[src/rtl/uart_rx.sv]
// 16x-oversampling UART receiver: LSB-first frames out on rx_dout with a one-clk rx_done_tick and frame_err.
// Latency: 2 clk input sync, done 1 clk after the stop-bit sample; no backpressure, consumer must take rx_dout on rx_done_tick.
module uart_rx #(
    parameter int DBIT    = 8,
    parameter int SB_TICK = 16
) (
    input  logic            clk,
    input  logic            reset_n,
    input  logic            s_tick,
    input  logic            rx,
    output logic [DBIT-1:0] rx_dout,
    output logic            rx_done_tick,
    output logic            frame_err
);

    localparam int SW = (SB_TICK > 16) ? $clog2(SB_TICK) : 4;
    localparam int NW = (DBIT > 1) ? $clog2(DBIT) : 1;

    typedef enum logic [1:0] {IDLE, START, DATA, STOP} state_t;

    state_t          state, state_nx;
    logic [SW-1:0]   s, s_nx;
    logic [NW-1:0]   n, n_nx;
    logic [DBIT-1:0] b, b_nx;
    logic [DBIT-1:0] dout_nx;
    logic            done_nx, ferr_nx;
    logic            rx_m, rx_s;

    // Reset to the idle line level so reset never looks like a start bit.
    always_ff @(posedge clk or posedge reset_n) begin
        if (reset_n) begin
            rx_m <= 1'b1;
            rx_s <= 1'b1;
        end else begin
            rx_m <= rx;
            rx_s <= rx_m;
        end
    end

    always_ff @(posedge clk or posedge reset_n) begin
        if (reset_n) begin
            state        <= IDLE;
            s            <= '0;
            n            <= '0;
            b            <= '0;
            rx_dout      <= '0;
            rx_done_tick <= 1'b0;
            frame_err    <= 1'b0;
        end else begin
            state        <= state_nx;
            s            <= s_nx;
            n            <= n_nx;
            b            <= b_nx;
            rx_dout      <= dout_nx;
            rx_done_tick <= done_nx;
            frame_err    <= ferr_nx;
        end
    end

    always_comb begin
        state_nx = state;
        s_nx     = s;
        n_nx     = n;
        b_nx     = b;
        dout_nx  = rx_dout;
        ferr_nx  = frame_err;
        done_nx  = 1'b0;
        unique case (state)
            IDLE: begin
                if (!rx_s) begin
                    state_nx = START;
                    s_nx     = '0;
                end
            end
            START: begin
                if (s_tick) begin
                    if (s == SW'(7)) begin
                        if (!rx_s) begin
                            state_nx = DATA;
                            s_nx     = '0;
                            n_nx     = '0;
                        end else begin
                            state_nx = IDLE;
                        end
                    end else begin
                        s_nx = s + SW'(1);
                    end
                end
            end
            DATA: begin
                if (s_tick) begin
                    if (s == SW'(15)) begin
                        s_nx = '0;
                        b_nx = {rx_s, b[DBIT-1:1]};
                        if (n == NW'(DBIT - 1)) begin
                            state_nx = STOP;
                        end else begin
                            n_nx = n + NW'(1);
                        end
                    end else begin
                        s_nx = s + SW'(1);
                    end
                end
            end
            STOP: begin
                if (s_tick) begin
                    if (s == SW'(SB_TICK - 1)) begin
                        dout_nx  = b;
                        ferr_nx  = ~rx_s;
                        done_nx  = 1'b1;
                        state_nx = IDLE;
                    end else begin
                        s_nx = s + SW'(1);
                    end
                end
            end
            default: state_nx = IDLE;
        endcase
    end

endmodule
[config.mk]
export PLATFORM = sky130hd
export DESIGN_NAME = uart_rx
export DESIGN_NICKNAME = d
export VERILOG_FILES = /design/src/rtl/uart_rx.sv
export SDC_FILE = /design/constraint.sdc
export NUM_CORES = 1
export LEC_CHECK = 0
export ABC_AREA = 1
export CAP_MARGIN = 10
export CORE_ASPECT_RATIO = 1.1
export CORE_MARGIN = 5
export CORE_UTILIZATION = 45
export CTS_CLUSTER_DIAMETER = 80
export DETAILED_ROUTE_END_ITERATION = 7
export MAX_ROUTING_LAYER = met4
export PLACE_DENSITY_LB_ADDON = 0.1
export SYNTH_ARGS = -nofsm -noshare
export SYNTH_HDL_FRONTEND = slang
export SYNTH_SLANG_ARGS = --single-unit
[constraint.sdc]
create_clock -name clk -period 1.4 [get_ports clk]
set_input_delay 0.21 -clock clk [delete_from_list [all_inputs] [get_ports clk]]
set_output_delay 0.21 -clock clk [all_outputs]
set_load 0.02 [all_outputs]
# Yosys cells after proc, flatten, opt, wreduce, memory -nomap -nowiden
# Cells that the tools add are included.
# classes
eq_ne	17
n_addsub	2
bitwise	1
n_reduce_logical	7
mux	28
# ops
operator	count
$mux W4	7
$ne A2 B2 Y1 const B	11
$mux W2	9
$mux W3	6
$pmux W4 S4	1
$pmux W2 S4	1
$reduce_and A8 Y1	1
$reduce_and A7 Y1	1
$pmux W3 S2	1
$reduce_and A3 Y1	2
$add A4 B1 Y4 const B	1
$eq A2 B2 Y1 const B	2
$eq A4 B3 Y1 const B	1
$eq A4 B4 Y1 const B	1
$reduce_and A4 Y1	1
$add A3 B1 Y3 const B	1
$eq A3 B3 Y1 const B	1
$mux W1	3
$eq A2 B1 Y1 const B	1
$logic_not A2 Y1	1
$reduce_bool A2 Y1	1
$not A1 Y1	1
# totals
input_bits	4
regBits	29
word_cells	64
output_inout_bits	10

# Longest topological paths before layout
# Gate-level depths: netlist of the first run.
# logic_depth
word_depth	5
ltp_mapped	9

# Worst setup path after synthesis of the first run
# No wires, ideal clock.
# synth_timing
kind	register -> register
start	reg s[0]
end	reg rx_dout[6]
path_stages_with_launch	8
setup_time_ps	118
t_arrival_ps	1240
n_path_buf	1
required_time_ps	1282
setup_slack_ps	43
cell_sequence	dfrtp_1 > ha_1 > nand3_2 > nor2_2 > nand2_2 > buf_6 > nand2_1 > o21ai_2
# synth_via
elab_chain_len	2
# synth_lines
item	line	rtl
from (decl)	22	logic [SW-1:0] s, s_nx;
from (signal assigned)	51	s <= s_nx;
$eq A4 B4 Y1	107	if (s == SW'(SB_TICK - 1)) begin
$reduce_and A3 Y1 (no line)	--	
to (signal assigned)	54	rx_dout <= dout_nx;
to (decl)	11	output logic [DBIT-1:0] rx_dout,
# No other way between the ends.
# A chain may end at the register's enable or synchronous reset.

# Worst setup path in the final report of the first run
# layout_timing
start	reg s[0]
end	reg rx_dout[4]
# Same word-level chain as after synthesis.

==> summary.md, run 1 <==
| Metric | Value |
|---|---|
| Worst-Skew Late Latency | `0.33 ns` |
| GRT Util Overall | `between 10% and 20%` |
| Total CTS buffers | `5` |
| First drt pass iteration count | `4` |
| Max-Cap Viols | `0` |
| Tcrit/Tclk final | `96.7%` |
| Crit path time final | `~1.4 ns` |
| Root Buffer | `clkbuf_4` |
| Die height | `68.0 microns` |
| Post-CTS Hold Fix Bufs | `0` |
| Maximum vdd ir drop | `0.929 mV` |
| Total gr overflow | `0` |
| Clock Power Share | `a little under a quarter` |
| Status | `finished, final reports clean` |
| Global routing met2 resource utilization | `approximately a quarter` |
| Worst setup EP type | `flop` |
| Placer Congestion | `about 0.84` |
| FF+latch count, synth | `29` |
| Initial antenna violation count | `0` |
| Critical path class | `flop to flop` |
| Max_slew headroom | `between 80 and 90%` |
| Reg power frac | `41.4%` |
| DIE WIDTH | `62.7 microns` |
| Final worst slack | `roughly 0.046 ns` |
| Tot Pwr | `0.00252 W` |
| Pwr dens | `approximately 1400 mW/mm^2` |
| Yosys cell types | `20` |
| Global Route met3 Usage | `under 10%` |
| Switching share of power | `37.7%` |
| Layout cells sized above 1 | `30.2%` |
| DR iter-0 viols | `39` |
| Core Rows | `21` |
| Endpoints failing setup | `0` |
| Final slew viol count | `0` |
| WL per Instance | `roughly 13 microns` |
| ANT nets after route | `0` |
| Worst setup SP type | `flop` |
| Top Usage Layer GRT | `met2` |
| Clock sinks | `29` |
| First-pass GRT wire length | `between 4 and 5 mm` |
| Via count | `about 1.1k` |
| Total Nets Final | `195` |
| Pin count of the biggest net entering global routing | `30` |
| Vias in the first global route | `1108` |
| Register area share after synthesis | `53.0%` |
| Initial core utilization | `between 40% and 50%` |
| CTS tree | `done` |
| Critical Path Fanout Max | `9` |
| Syn. warnings | `0` |
| Syn Inst Count | `between 150 and 200` |
| Logic gate share of total power | `about a third` |
| Final hold vios | `0` |
| Post-synthesis net count | `between 150 and 200` |
| Int Pwr | `0.00157 W` |
| CP required | `approximately 1.6 ns` |
| DP Worst Slack | `-0.0656 ns` |
| RSZ-0062 raised after global routing | `yes` |
| Worst Tran Pin Value | `about 0.25 ns` |
| DRT Wirelength | `approximately 2.9 mm` |
| Antenna cell count | `0` |
| Synthesized area per cell | `8.64 sq um` |
| Clk_skew | `about 0.012 ns` |
| DR DRC count | `0` |
| Die ar. | `0.00426 sq mm` |
| Vias/cell | `5.02` |
| Core region area | `between 0.002 and 0.003 sq mm` |
| H-tree levels | `2` |
| # IOs | `14` |
| Fmax | `between 700 and 800 MHz` |
| I/O Buffers | `13` |
| Post-DP HPWL | `between 1.5 and 2 mm` |
| Leak | `around 0.9 nW` |
| Hold Crit Class | `input port to asynchronous set/reset pin` |
| Max Buffers Root-to-Sink | `2` |
| NetSw | `roughly 0.00095 W` |
| Post-Syn Area | `about 0.0014 sq mm` |
| Met1 GRT Util | `between 10% and 20%` |
| Crit path DAT | `between 1.5 and 2 ns` |
| Synthesis-to-finish area growth | `31.4%` |
| Clk slew on worst S/H paths | `~0.10 ns` |
[critical path, stage by stage, from the launching register on]
cell,delay [ns]
dfrtp_1,0.40
ha_4,0.18
nand3_4,0.11
nor2_4,0.18
nand2_4,0.11
buf_12,0.16
nand2_1,0.07
o21ai_2,0.05
[worst paths after layout]
kind                       startpoint    endpoint  slack [ns]  cells after the start
setup / recovery                 s[0]  rx_dout[4]        0.05                      7
hold / removal                reset_n        s[2]        0.20                      3
setup reg to reg                 s[0]  rx_dout[4]        0.05                      7
hold reg to reg                  rx_m        rx_s        0.36                      0
max in group asynchronous     reset_n        rx_m        0.95                      3
min in group clk                   rx        rx_m        0.29                      1
[final cells by class]
type	count	area, sq um
clock buffers	7	65.1
fillers	275	1190
flip-flops and latches	29	731
inverters	18	67.6
multi-input cells	110	648
clock inverters	1	5.00
well taps	34	42.5
repair buffers	24	246
[state kept, by name, summed over array words and instances (netlist names), named ones only]
register	count
rx_done_tick	1
rx_s	1
n	3
rx_dout	8
b	8
state	1
frame_err	1
rx_m	1
s	4
[cells in the mapped netlist (all sizes together)]
cell type | instances | area, sq um
ha | 3 | 37.5
nor3 | 1 | 5.00
inv | 18 | 67.6
o21ai | 21 | 139
nand4 | 1 | 6.26
dfstp | 2 | 52.6
nand3 | 13 | 70.1
a21oi | 2 | 13.8
buf | 2 | 22.5
nand2 | 54 | 215
xor2 | 1 | 8.76
nor2 | 14 | 60.1
dfrtp | 27 | 676
[power groups by stage]
stage	Clock [W]	Combinational (W)	Sequential [W]
floorplan	0	0.000514	0.00102
global placement	0	0.000710	0.00103
detailed placement	0	0.000734	0.00103
CTS	0.000597	0.000774	0.00103
global route	0.000652	0.00102	0.00106
finish	0.000593	0.000884	0.00105
[cells in the final DEF (no fill, tap or decap), types with 2 or more instances in the layout]
cell type        instances
nor2_1                   8
nor2_2                   4
ha_4                     2
dlygate4sd2_1           10
inv_1                   15
nand2_1                 44
nor2_4                   2
dfstp_2                  2
buf_12                   2
clkbuf_8                 2
nand3_1                 12
clkbuf_4                 5
nand2_2                  7
dfrtp_1                 25
o21ai_2                  9
o21ai_1                 10
dfrtp_2                  2
inv_2                    3
o21ai_0                  2
clkdlybuf4s50_1          3
nand2_4                  3
buf_4                    7
[metal layers]
layer | part of all wire (%) | vias up
met4 | 1.2 | 0
met5 | 0 | -
met1 | 42 | 525
met2 | 52 | 25
met3 | 3.8 | 6
li1 | - | 564
[through the flow]
step	utilization (%)	area [sq um]	cells	hold WS, ns	TNS (ns)
after global routing	60.3	1810	223	0.191	-0.130
after floorplan	-	1370	159	0.214	0
after detailed placement	53.5	1600	211	0.352	-0.313
final	60.3	1810	223	0.198	0
after global placement	53.5	1600	211	0.346	-0.0505
after CTS	56.1	1680	219	0.205	0
[what timing repair did]
item | CTS | global route
setup endpoints to repair | 23 | 26
pin swaps | 0 | 4
gates cloned | 0 | 2
gates resized for setup | 14 | 24
endpoints found under the hold margin | 0 | 0
buffers inserted | 0 | 2
[cells by family (layout without fill, tap and decap cells)]
family	Yosys count	after routing	synth area share [%]
xor gates and xnor gates	1	1	0.638
adders and majority gates	3	3	2.73
buffers and inverters	20	50	6.56
AOI/OAI and AO/OA	23	23	11.1
DFF	29	29	53.0
and+or+nand+nor	83	83	26.0
Power figures use the tool's default switching activity.
==> inputs of run 2 (changes only) <==
PLACE_DENSITY = 0.69   (was not set)
PLACE_DENSITY_LB_ADDON = not set   (was 0.1)
==> run 2 against run 1 <==
Effect of this change:
- die area unchanged
- setup slack better by 0.00059 ns
- register-to-register slack barely moved
- flip-flop and latch count is the same
- first-iteration DRC count rose by 2.6%
- critical path type unchanged
==> summary.md, run 2 (same netlist as run 1, synthesis figures left out) <==
| Metric | Value |
|---|---|
| H-tree levels | `2 (unchanged)` |
| ANT nets after route | `0 (unchanged)` |
| Total Nets Final | `193 (was 195)` |
| Final worst slack | `0.0466 ns (was 0.0460 ns)` |
| Util after Layout | `59.4% (was 60.3%)` |
| Fin cells | `221 (was 223)` |
| Reg-to-Reg End | `rx_dout[6] (was rx_dout[4])` |
| Status | `finished, final reports clean (unchanged)` |
| Pin count of the biggest net entering global routing | `21 (was 30)` |
| I/O Buffers | `13 (unchanged)` |
| Max Buffers Root-to-Sink | `2 (unchanged)` |
| Crit path time final | `1.35 ns (about the same)` |
| Synthesis-to-finish area growth | `29.5% (was 31.4%)` |
| Die height | `68.0 microns (unchanged)` |
| Flop2flop setup slack | `0.05 ns (about the same)` |
| DR iter-0 viols | `40 (was 39)` |
| Antenna cell count | `0 (unchanged)` |
| First-pass GRT wire length | `4.67 mm (was 4.75 mm)` |
| CP top delay family | `simple AND/OR/NAND/NOR gates (unchanged)` |
| DP Cell Count | `211 (unchanged)` |
| Leak | `0.883 nW (was 0.913 nW)` |
| CP required | `1.61 ns (was 1.62 ns)` |
| Vias/cell | `4.99 (was 5.02)` |
| Commonest non-fill, non-tap cell in the layout | `nand2_1 (unchanged)` |
| Initial antenna violation count | `0 (unchanged)` |
| Max_slew headroom | `71.7% (was 83.6%)` |
| Final slew viol count | `0 (unchanged)` |
| Worst-Skew Late Latency | `0.32 ns (was 0.33 ns)` |
| Total CTS buffers | `5 (unchanged)` |
| Crit path cell chain | `ha_4 > nand3_4 > nor2_4 > nand2_2 > buf_12 > nand2_1 > o21ai_2 (was ha_4 > nand3_4 > nor2_4 > nand2_4 > buf_12 > nand2_1 > o21ai_2)` |
| Die ar. | `0.00426 sq mm (unchanged)` |
| First drt pass iteration count | `4 (unchanged)` |
| Initial core utilization | `45.9% (unchanged)` |
| Vias in the first global route | `1120 (was 1108)` |
| Top flop regs | `b: 8 flops, rx_dout: 8 flops, s: 4 flops (unchanged)` |
| Clk_skew | `0.00846 ns (was 0.0118 ns)` |
| Pwr dens | `1420 mW/mm^2 (was 1400 mW/mm^2)` |
| CTS tree | `done (unchanged)` |
| Minimum hold slack | `0.178 ns (was 0.198 ns)` |
| Max-Cap Viols | `0 (unchanged)` |
| Fmax | `739 MHz (about the same)` |
| Critical Path Fanout Max | `18 (was 9)` |
| Clk slew on worst S/H paths | `0.08 ns (was 0.10 ns)` |
| DRT Wirelength | `2.65 mm (was 2.88 mm)` |
| Worst Tran Pin Value | `0.423 ns (was 0.247 ns)` |
| Via count | `1103 (was 1120)` |
| WL per Instance | `12.0 microns (was 12.9 microns)` |
| Tcrit/Tclk final | `96.7% (about the same)` |
| Commonest cells after routing, fill and taps aside | `nand2_1, dfrtp_1, inv_1, nand3_1, dlygate4sd2_1 (was nand2_1, dfrtp_1, inv_1, nand3_1)` |
| Root Buffer | `clkbuf_4 (unchanged)` |
| RR Startpoint | `s[1] (was s[0])` |
| Worst setup SP type | `flop (unchanged)` |
| Worst reg2reg path depth | `7 (unchanged)` |
| Maximum vdd ir drop | `0.723 mV (was 0.929 mV)` |
| Final design area excluding fillers | `0.00178 sq mm (was 0.00181 sq mm)` |
| DP Worst Slack | `-0.0641 ns (was -0.0656 ns)` |
| Final hold vios | `0 (unchanged)` |
| Clock sinks | `29 (unchanged)` |
| Worst setup EP type | `flop (unchanged)` |
| Core Rows | `21 (unchanged)` |
| Core region area | `0.00300 sq mm (unchanged)` |
| Critical path class | `flop to flop (unchanged)` |
| Worst path slowest cell | `dfrtp_1 (unchanged)` |
| Layout cells sized above 1 | `29.9% (was 30.2%)` |
| Dpl cell area | `0.00160 sq mm (unchanged)` |
| Crit path DAT | `1.57 ns (about the same)` |
| Max incr delay on CP | `0.40 ns (about the same)` |
| GRT Util Overall | `14.7% (about the same)` |
| DR DRC count | `0 (unchanged)` |
| Hold Crit Class | `input port to asynchronous set/reset pin (unchanged)` |
| Endpoints failing setup | `0 (unchanged)` |
| DIE WIDTH | `62.7 microns (unchanged)` |
| CP bufs+invs | `1 (unchanged)` |
| # IOs | `14 (unchanged)` |
| Total gr overflow | `0 (unchanged)` |
| Placer Congestion | `0.862 (was 0.842)` |
| Post-DP HPWL | `1.91 mm (was 1.85 mm)` |
| RSZ-0062 raised after global routing | `yes (unchanged)` |
-- run 2: changes by cell type in the layout (fill, tap and decap cells not counted), sizes merged --
| cell | previous run | this run |
|---|---|---|
| buf | 10 | 9 |
| clkbuf | 8 | 7 |
-- run 2: worst max-delay path by stage --
stage / end / slack (ns) / from / depth (start not counted)
5_1_grt: rx_dout[4] / -0.04 / s[1] / 7
2_1_floorplan: rx_dout[6] / 0.04 / s[0] / 7
3_5_place_dp: flop / -0.06 / s_tick / 9
3_3_place_gp: flop / -0.01 / s_tick / 9
6_report: rx_dout[6] / 0.05 / s[1] / 7
4_1_cts: n[0] / 0.005 / state[0] / 6
-- run 2: per-layer routing --
metal,part of all wire (%),GRT usage [%],vias to the layer above
li1,-,-,559
met2,53,25.1,19
met5,0,-,-
met1,41,15.1,518
met3,3.7,4.60,7
met4,2.3,8.49,0
-- run 2: power breakdown --
group | switching (W) | internal (W)
Clock | 0.000270 | 0.000291
Sequential | 0.000134 | 0.000927
Combinational | 0.000536 | 0.000373
-- run 2: timing repair --
item,4_1_cts,5_1_grt
pin swaps,3,3
gates resized for setup,13,25
endpoints found under the setup margin,21,26
hold endpoints to repair,0,0
hold buffers,0,0
buffers inserted,0,2
-- run 2: final cells by class --
| cell class | count | area [sq um] |
|---|---|---|
| Clock buffer | 7 | 65.1 |
| Clock inverter | 1 | 5.00 |
| Fill cell | 287 | 1220 |
| Inverter | 18 | 67.6 |
| Multi-Input combinational cell | 110 | 658 |
| Sequential cell | 29 | 731 |
| Tap cell | 34 | 42.5 |
| Timing Repair Buffer | 22 | 210 |
-- run 2: metrics by stage --
| stage | power, W | TNS (ns) |
|---|---|---|
| 4_1_cts | 0.00238 | 0 |
| 6_report | 0.00253 | 0 |
| 3_5_place_dp | 0.00178 | -0.288 |
| 2_1_floorplan | 0.00153 | 0 |
| 3_3_place_gp | 0.00173 | -0.0276 |
| 5_1_grt | 0.00273 | -0.381 |
